==> src/rtl/i2c_pkg.sv <==
// Shared I2C definitions: field widths, general-call address, slave FSM states
// and the bus-event bundle produced by the condition detector.
package i2c_pkg;

  localparam int ADDR_W = 7;
  localparam int BYTE_W = 8;
  localparam logic [ADDR_W-1:0] GENCALL_ADDR = 7'h00;

  typedef enum logic [2:0] {
    IDLE, ADDR, ADDR_ACK, WR_BYTE, WR_ACK, RD_BYTE, RD_ACK, WAIT_STOP
  } i2c_state_e;

  typedef struct packed {
    logic start;
    logic stop;
    logic scl_rise;
    logic scl_fall;
    logic sda;
  } bus_ev_t;

endpackage

==> src/rtl/i2c_bus_cond.sv <==
// Registers SCL and the resolved bus SDA once and flags START/STOP and SCL
// edges as single-clk pulses, comparing live values against the registered copy.
module i2c_bus_cond
  import i2c_pkg::*;
(
  input  logic    clk,
  input  logic    RESET,
  input  logic    SCL,
  input  logic    SDA_OUT,
  input  logic    SDA_OE,
  input  logic    SDA_IN,
  output bus_ev_t ev
);

  logic sda_bus;
  logic scl_d, scl_q;
  logic sda_d, sda_q;

  assign sda_bus = SDA_OE ? SDA_OUT : SDA_IN;

  always_comb begin
    scl_d = SCL;
    sda_d = sda_bus;
  end

  // Idle-high reset values keep a release mid-transfer from looking like START/STOP
  always_ff @(posedge clk or negedge RESET) begin
    if (!RESET) begin
      scl_q <= 1'b1;
      sda_q <= 1'b1;
    end else begin
      scl_q <= scl_d;
      sda_q <= sda_d;
    end
  end

  always_comb begin
    ev.start    = scl_q & SCL & sda_q & ~sda_bus;
    ev.stop     = scl_q & SCL & ~sda_q & sda_bus;
    ev.scl_rise = SCL & ~scl_q;
    ev.scl_fall = ~SCL & scl_q;
    ev.sda      = sda_bus;
  end

endmodule

==> src/rtl/i2c_slave.sv <==
// Two-byte I2C slave on the system clock. Define I2C_SLAVE_GENCALL_EN to also
// accept general-call (7'h00) writes.
module i2c_slave
  import i2c_pkg::*;
#(
  parameter logic [ADDR_W-1:0] SLAVE_ADDR = 7'h2A,
  parameter int                DATA_W     = 16
) (
  input  logic              clk,
  input  logic              RESET,
  input  logic              SCL,
  input  logic              SDA_OUT,
  input  logic              SDA_OE,
  output logic              SDA_IN,
  input  logic [DATA_W-1:0] RD_SRC,
  output logic [DATA_W-1:0] WR_DATA_OUT,
  output logic              WR_VALID,
  output logic              BUSY
);

  bus_ev_t ev;

  i2c_bus_cond u_cond (
    .clk     (clk),
    .RESET   (RESET),
    .SCL     (SCL),
    .SDA_OUT (SDA_OUT),
    .SDA_OE  (SDA_OE),
    .SDA_IN  (SDA_IN),
    .ev      (ev)
  );

  i2c_state_e        state_d, state_q;
  logic [3:0]        bit_cnt_d, bit_cnt_q;
  logic [1:0]        byte_cnt_d, byte_cnt_q;
  logic [BYTE_W-1:0] sr_d, sr_q, hi_d, hi_q;
  logic [DATA_W-1:0] tx_d, tx_q, wr_data_d, wr_data_q;
  logic              rw_d, rw_q, sda_in_d, sda_in_q;
  logic              wr_valid_d, wr_valid_q, busy_d, busy_q;
  logic [BYTE_W-1:0] rx_byte;
  logic              addr_hit;

  assign rx_byte = {sr_q[BYTE_W-2:0], ev.sda};

`ifdef I2C_SLAVE_GENCALL_EN
  assign addr_hit = (rx_byte[BYTE_W-1:1] == SLAVE_ADDR) ||
                    ((rx_byte[BYTE_W-1:1] == GENCALL_ADDR) && !rx_byte[0]);
`else
  assign addr_hit = (rx_byte[BYTE_W-1:1] == SLAVE_ADDR);
`endif

  // ACK states use bit_cnt as a phase: 0 = waiting to drive ACK, 1 = ACK on bus
  always_comb begin
    state_d    = state_q;
    bit_cnt_d  = bit_cnt_q;
    byte_cnt_d = byte_cnt_q;
    sr_d       = sr_q;
    hi_d       = hi_q;
    tx_d       = tx_q;
    wr_data_d  = wr_data_q;
    rw_d       = rw_q;
    sda_in_d   = sda_in_q;
    wr_valid_d = 1'b0;
    busy_d     = busy_q;
    if (ev.stop) begin
      state_d    = IDLE;
      busy_d     = 1'b0;
      bit_cnt_d  = '0;
      byte_cnt_d = '0;
      sda_in_d   = 1'b1;
    end else if (ev.start) begin
      state_d    = ADDR;
      busy_d     = 1'b1;
      bit_cnt_d  = '0;
      byte_cnt_d = '0;
      sda_in_d   = 1'b1;
    end else begin
      case (state_q)
        ADDR: if (ev.scl_rise) begin
          sr_d      = rx_byte;
          bit_cnt_d = bit_cnt_q + 4'd1;
          if (bit_cnt_q == 4'd7) begin
            bit_cnt_d = '0;
            rw_d      = rx_byte[0];
            state_d   = addr_hit ? ADDR_ACK : WAIT_STOP;
          end
        end
        ADDR_ACK: if (ev.scl_fall) begin
          if (bit_cnt_q == 4'd0) begin
            sda_in_d  = 1'b0;
            bit_cnt_d = 4'd1;
          end else begin
            bit_cnt_d  = '0;
            byte_cnt_d = '0;
            if (rw_q) begin
              state_d  = RD_BYTE;
              tx_d     = RD_SRC;
              sda_in_d = RD_SRC[DATA_W-1];
            end else begin
              state_d  = WR_BYTE;
              sda_in_d = 1'b1;
            end
          end
        end
        WR_BYTE: if (ev.scl_rise) begin
          sr_d      = rx_byte;
          bit_cnt_d = bit_cnt_q + 4'd1;
          if (bit_cnt_q == 4'd7) begin
            bit_cnt_d = '0;
            state_d   = (byte_cnt_q == 2'd2) ? WAIT_STOP : WR_ACK;
          end
        end
        WR_ACK: if (ev.scl_fall) begin
          if (bit_cnt_q == 4'd0) begin
            sda_in_d  = 1'b0;
            bit_cnt_d = 4'd1;
          end else begin
            sda_in_d  = 1'b1;
            bit_cnt_d = '0;
            state_d   = WR_BYTE;
            if (byte_cnt_q == 2'd0) begin
              hi_d       = sr_q;
              byte_cnt_d = 2'd1;
            end else begin
              wr_data_d  = DATA_W'({hi_q, sr_q});
              wr_valid_d = 1'b1;
              byte_cnt_d = 2'd2;
            end
          end
        end
        RD_BYTE: begin
          if (ev.scl_rise) bit_cnt_d = bit_cnt_q + 4'd1;
          if (ev.scl_fall) begin
            tx_d = tx_q << 1;
            if (bit_cnt_q == 4'd8) begin
              state_d   = RD_ACK;
              sda_in_d  = 1'b1;
              bit_cnt_d = '0;
            end else begin
              sda_in_d = tx_q[DATA_W-2];
            end
          end
        end
        RD_ACK: begin
          if (ev.scl_rise) begin
            if (ev.sda || byte_cnt_q == 2'd1) state_d = WAIT_STOP;
            else bit_cnt_d = 4'd1;
          end else if (ev.scl_fall && bit_cnt_q == 4'd1) begin
            state_d    = RD_BYTE;
            sda_in_d   = tx_q[DATA_W-1];
            bit_cnt_d  = '0;
            byte_cnt_d = 2'd1;
          end
        end
        IDLE, WAIT_STOP: sda_in_d = 1'b1;
        default: state_d = IDLE;
      endcase
    end
  end

  always_ff @(posedge clk or negedge RESET) begin
    if (!RESET) begin
      state_q    <= IDLE;
      bit_cnt_q  <= '0;
      byte_cnt_q <= '0;
      sr_q       <= '0;
      hi_q       <= '0;
      tx_q       <= '0;
      wr_data_q  <= '0;
      rw_q       <= 1'b0;
      sda_in_q   <= 1'b1;
      wr_valid_q <= 1'b0;
      busy_q     <= 1'b0;
    end else begin
      state_q    <= state_d;
      bit_cnt_q  <= bit_cnt_d;
      byte_cnt_q <= byte_cnt_d;
      sr_q       <= sr_d;
      hi_q       <= hi_d;
      tx_q       <= tx_d;
      wr_data_q  <= wr_data_d;
      rw_q       <= rw_d;
      sda_in_q   <= sda_in_d;
      wr_valid_q <= wr_valid_d;
      busy_q     <= busy_d;
    end
  end

  assign SDA_IN      = sda_in_q;
  assign WR_DATA_OUT = wr_data_q;
  assign WR_VALID    = wr_valid_q;
  assign BUSY        = busy_q;

endmodule

==> config.mk <==
export PLATFORM = sky130hd
export DESIGN_NAME = i2c_slave
export DESIGN_NICKNAME = d
export VERILOG_FILES = /design/src/rtl/i2c_pkg.sv /design/src/rtl/i2c_bus_cond.sv /design/src/rtl/i2c_slave.sv
export SDC_FILE = /design/constraint.sdc
export NUM_CORES = 1
export LEC_CHECK = 0
export BUFFER_PORTS_ARGS = -buffer_cell sky130_fd_sc_hd__buf_2
export CORE_ASPECT_RATIO = 1.5
export CORE_MARGIN = 1.5
export CORE_UTILIZATION = 30
export DETAILED_ROUTE_END_ITERATION = 12
export GPL_TIMING_DRIVEN = 0
export SLEW_MARGIN = 15
export SYNTH_ARGS = -nofsm -noshare
export SYNTH_HDL_FRONTEND = slang
export SYNTH_SLANG_ARGS = --single-unit
export TNS_END_PERCENT = 30
==> constraint.sdc <==
create_clock -name clk -period 5.53 [get_ports clk]
set_input_delay 0.553 -clock clk [delete_from_list [all_inputs] [get_ports clk]]
set_output_delay 0.553 -clock clk [all_outputs]
set_load 0.02 [all_outputs]
==> metrics.md <==
| Metric | Value |
|---|---|
| Core area | `about 10000 sq um` |
| Clk sinks | `63` |
| Htree depth | `3` |
| Overflow after GRT | `0` |
| Switching share of power | `between 20% and 30%` |
| Sw power | `473 uW` |
| Die Ht | `~130 um` |
| Initial antenna violation count | `0` |
| Share of cells above drive strength 1 | `32.3%` |
| Synth Cell Area | `3200 sq um` |
| Vias | `around 2500` |
| Hold-fix buffers, CTS | `0` |
| Adder-cell share of the synthesized area | `1.49%` |
| TritonCTS clock tree | `built` |
| Drt via density | `4.98` |
| Clock power share | `41.1%` |
| Setup tns final | `0 ns` |
| Xor/xnor cell area share of the yosys netlist | `0.274%` |
| Achievable frequency | `396 MHz` |
| Placed wire-length estimate | `~5100 um` |
| All-Layer GR Usage | `a little over an eighth` |
| Simple-Gate Fraction of Synth Area | `15.5%` |
| Die area | `11300 sq um` |
| Final Setup Violations | `0` |
| Logic pwr share | `20.5%` |
| Startpoint class of the critical path | `register` |
| Mapped Avg Cell Area | `about 11 sq um` |
| Hold Slack | `0.292 ns` |
| Multiplexer area fraction after synthesis | `17.9%` |
| Cells after synthesis | `between 200 and 300` |
| Skew-Pair Late Insertion Delay | `0.34 ns` |
| Synth Net Count | `roughly 320` |
| Outcome | `completed` |
| Seq/Total Area, Yosys | `49.4%` |
| DP Worst Slack | `2.99 ns` |
| Fin nets | `369` |
| Classification of the worst setup path | `register to register` |
| Core Rows | `46` |
| Synthesis-stage register bit count | `63` |
| Leak | `0.00193 uW` |
| Slew headroom | `48.4%` |
| RSZ-0062 raised after global routing | `false` |
| Placed Instance Area | `3570 sq um` |
| Bufs on Longest Clock Path | `2` |
| Syn. warnings | `0` |
| Period utilization | `a little under half` |
| First drt pass iteration count | `4` |
| Reg clk slew, reported paths | `around 0.060 ns` |
| FILL cells | `between 1000 and 1500` |
| Final Hold Viols | `0` |
| Compound-Gate Fraction of Synth Area | `around 12%` |
| CTS resizes | `0` |
| Pint | `1150 uW` |
| Post-route ant nets | `0` |
| Worst path required time | `5.74 ns` |
| Largest net degree at the start of global routing | `64` |
| Antenna diodes | `0` |
| Worst EP arrival | `2.74 ns` |
| Worst-margin pin slew | `0.773 ns` |
| Setup crit end kind | `register` |
| Number of synthesized flops with an enable pin | `0` |
| Slew Viols, Final | `0` |
| Syn-to-layout area delta | `22.9%` |
| Die X | `approximately 87 um` |
| Vias in the first global route | `between 2000 and 2500` |
| DRC errors left | `0` |
| Root buf cell | `clkbuf_16` |
| Min setup slack post-route | `about 3 ns` |
| Final Critical Period | `2.52 ns` |
| DR iter-0 viols | `125` |
| Peak supply drop | `0.217 mV` |
| Clock Skews | `0.0102 ns` |
| First-pass GRT wire length | `about 12000 um` |
| Pwr dens | `~410 nW/um^2` |
| Post-Route WL | `between 7000 and 8000 um` |
| TritonCTS buffer count | `9` |
| Design Area, Final | `~4000 sq um` |
| Setup bufs post-CTS | `0` |
| Port buffer count | `39` |
| Initial Utilization | `a little under a third` |
| Unique masters post-synth | `57` |
| DR WL/cell | `14.3 um` |
| Largest family of logic cells by synthesized area | `multiplexers` |
| Hold WC Path Type | `input pin to async pin` |
| Max_cap viols | `0` |
| Worst Path Max Fanout | `10` |
| Register share of total power | `roughly two fifths` |
| Synth Flop Type | `dfrtp_1` |
| Ys async rst share | `100%` |
| Placer Congestion | `0.856` |
| Io pins | `40` |
cell usage after synthesis (2+ instances only):
library cell,instances,share of area (%)
buf_2,8,1.3
clkbuf_1,4,0.47
o21ai_0,7,1.1
a21o_1,3,0.70
a211oi_1,2,0.47
mux2_2,34,12
a21oi_1,23,3.6
nor2b_1,6,1.2
o22ai_1,5,0.98
dfstp_2,3,2.5
nand4_1,4,0.78
nor2_1,30,3.5
o211ai_2,2,0.78
inv_1,7,0.82
nor3_1,5,0.78
nand2_1,19,2.2
ha_1,3,1.2
or3b_1,2,0.55
mux2i_1,19,5.9
a22oi_1,2,0.47
dfrtp_1,60,47
or2_2,2,0.39
nand3_1,8,1.3
nand2b_1,3,0.59
and2_1,2,0.39
sequential cells by signal, indices dropped and copies added (netlist names), 2 cells and up:
register	flops
WR_DATA_OUT	16
byte_cnt_q	2
hi_q	8
bit_cnt_q	4
sr_q	8
state_q	3
tx_q	16
stage by stage:
step                      std cells  util, %  total power (uW)
final                           494     37.5              1630
after global routing            494     37.5              1710
after CTS                       494     37.5              1640
after floorplan                 295        -               863
after detailed placement        478     34.1               965
after global placement          478     34.1               957
logic make-up after synthesis:
kind of cell    count (synthesis)
simple gates                   93
xor+xnor                        1
compound gates                 59
fa+ha+maj                       4
buf+inv                        22
mux                            53
flops                          63
worst paths after layout:
check | start | to | slack [ns] | depth (start not counted)
worst max register to register | bit_cnt_q[0] | WR_DATA_OUT[14] | 3.01 | 7
worst min register to register | BUSY | BUSY | 0.50 | 2
min in group clk | SCL | u_cond.scl_q | 0.40 | 1
max in group asynchronous | RESET | tx_q[2] | 4.72 | 1
worst min-delay path | RESET | state_q[0] | 0.29 | 1
worst max-delay path | bit_cnt_q[0] | WR_DATA_OUT[14] | 3.01 | 7
layout by cell type, fill, tap and decap left out, types with 2 or more instances in the layout:
cell,n
or2_2,2
a22oi_1,2
nand2_1,19
a21o_1,3
nand3_1,8
inv_1,7
buf_4,2
o211ai_2,2
a211oi_1,2
bufinv_16,3
mux2_2,34
clkbuf_1,4
dfstp_2,3
o22ai_1,5
and2_1,2
nand4_1,4
mux2i_1,19
nor2b_1,6
clkinv_4,2
nor3_1,5
a21oi_1,23
nor2_1,30
ha_1,3
or3b_1,2
clkbuf_16,9
nand2b_1,3
dfrtp_1,60
buf_2,46
o21ai_0,7
power groups by stage:
stage               Sequential [uW]  Clock, uW  Combinational [uW]
floorplan                       609          0                 254
global placement                631          0                 326
detailed placement              633          0                 331
CTS                             626        681                 335
global route                    640        698                 371
finish                          625        668                 333
metal layers:
metal | track usage, % | part of all wire [%] | routed length [um]
met5 | 0 | 0 | 0
met4 | 7.19 | 3.0 | 216
met3 | 3.38 | 3.0 | 215
met2 | 23.1 | 53 | 3780
met1 | 15.3 | 41 | 2870
worst max-delay path, stage by stage (launching register included):
cell and delay, ns:
dfrtp_1 0.44, inv_1 0.10, ha_1 0.24, or3b_2 0.26, nand2_1 0.14, nor4_4 0.54, buf_4 0.32, mux2_2 0.36
final cells by class:
type	count	area [sq um]	share of cell area [%]
clock buffers	10	239	6.08
repair buffers	39	198	5.03
flip-flops and latches	63	1580	40.2
plain buffers	14	66.3	1.69
multi-input cells	210	1520	38.7
well taps	144	180	4.58
inverters	8	30.0	0.764
clock inverters	6	116	2.96
No activity file was read; power rests on OpenSTA's default activity.
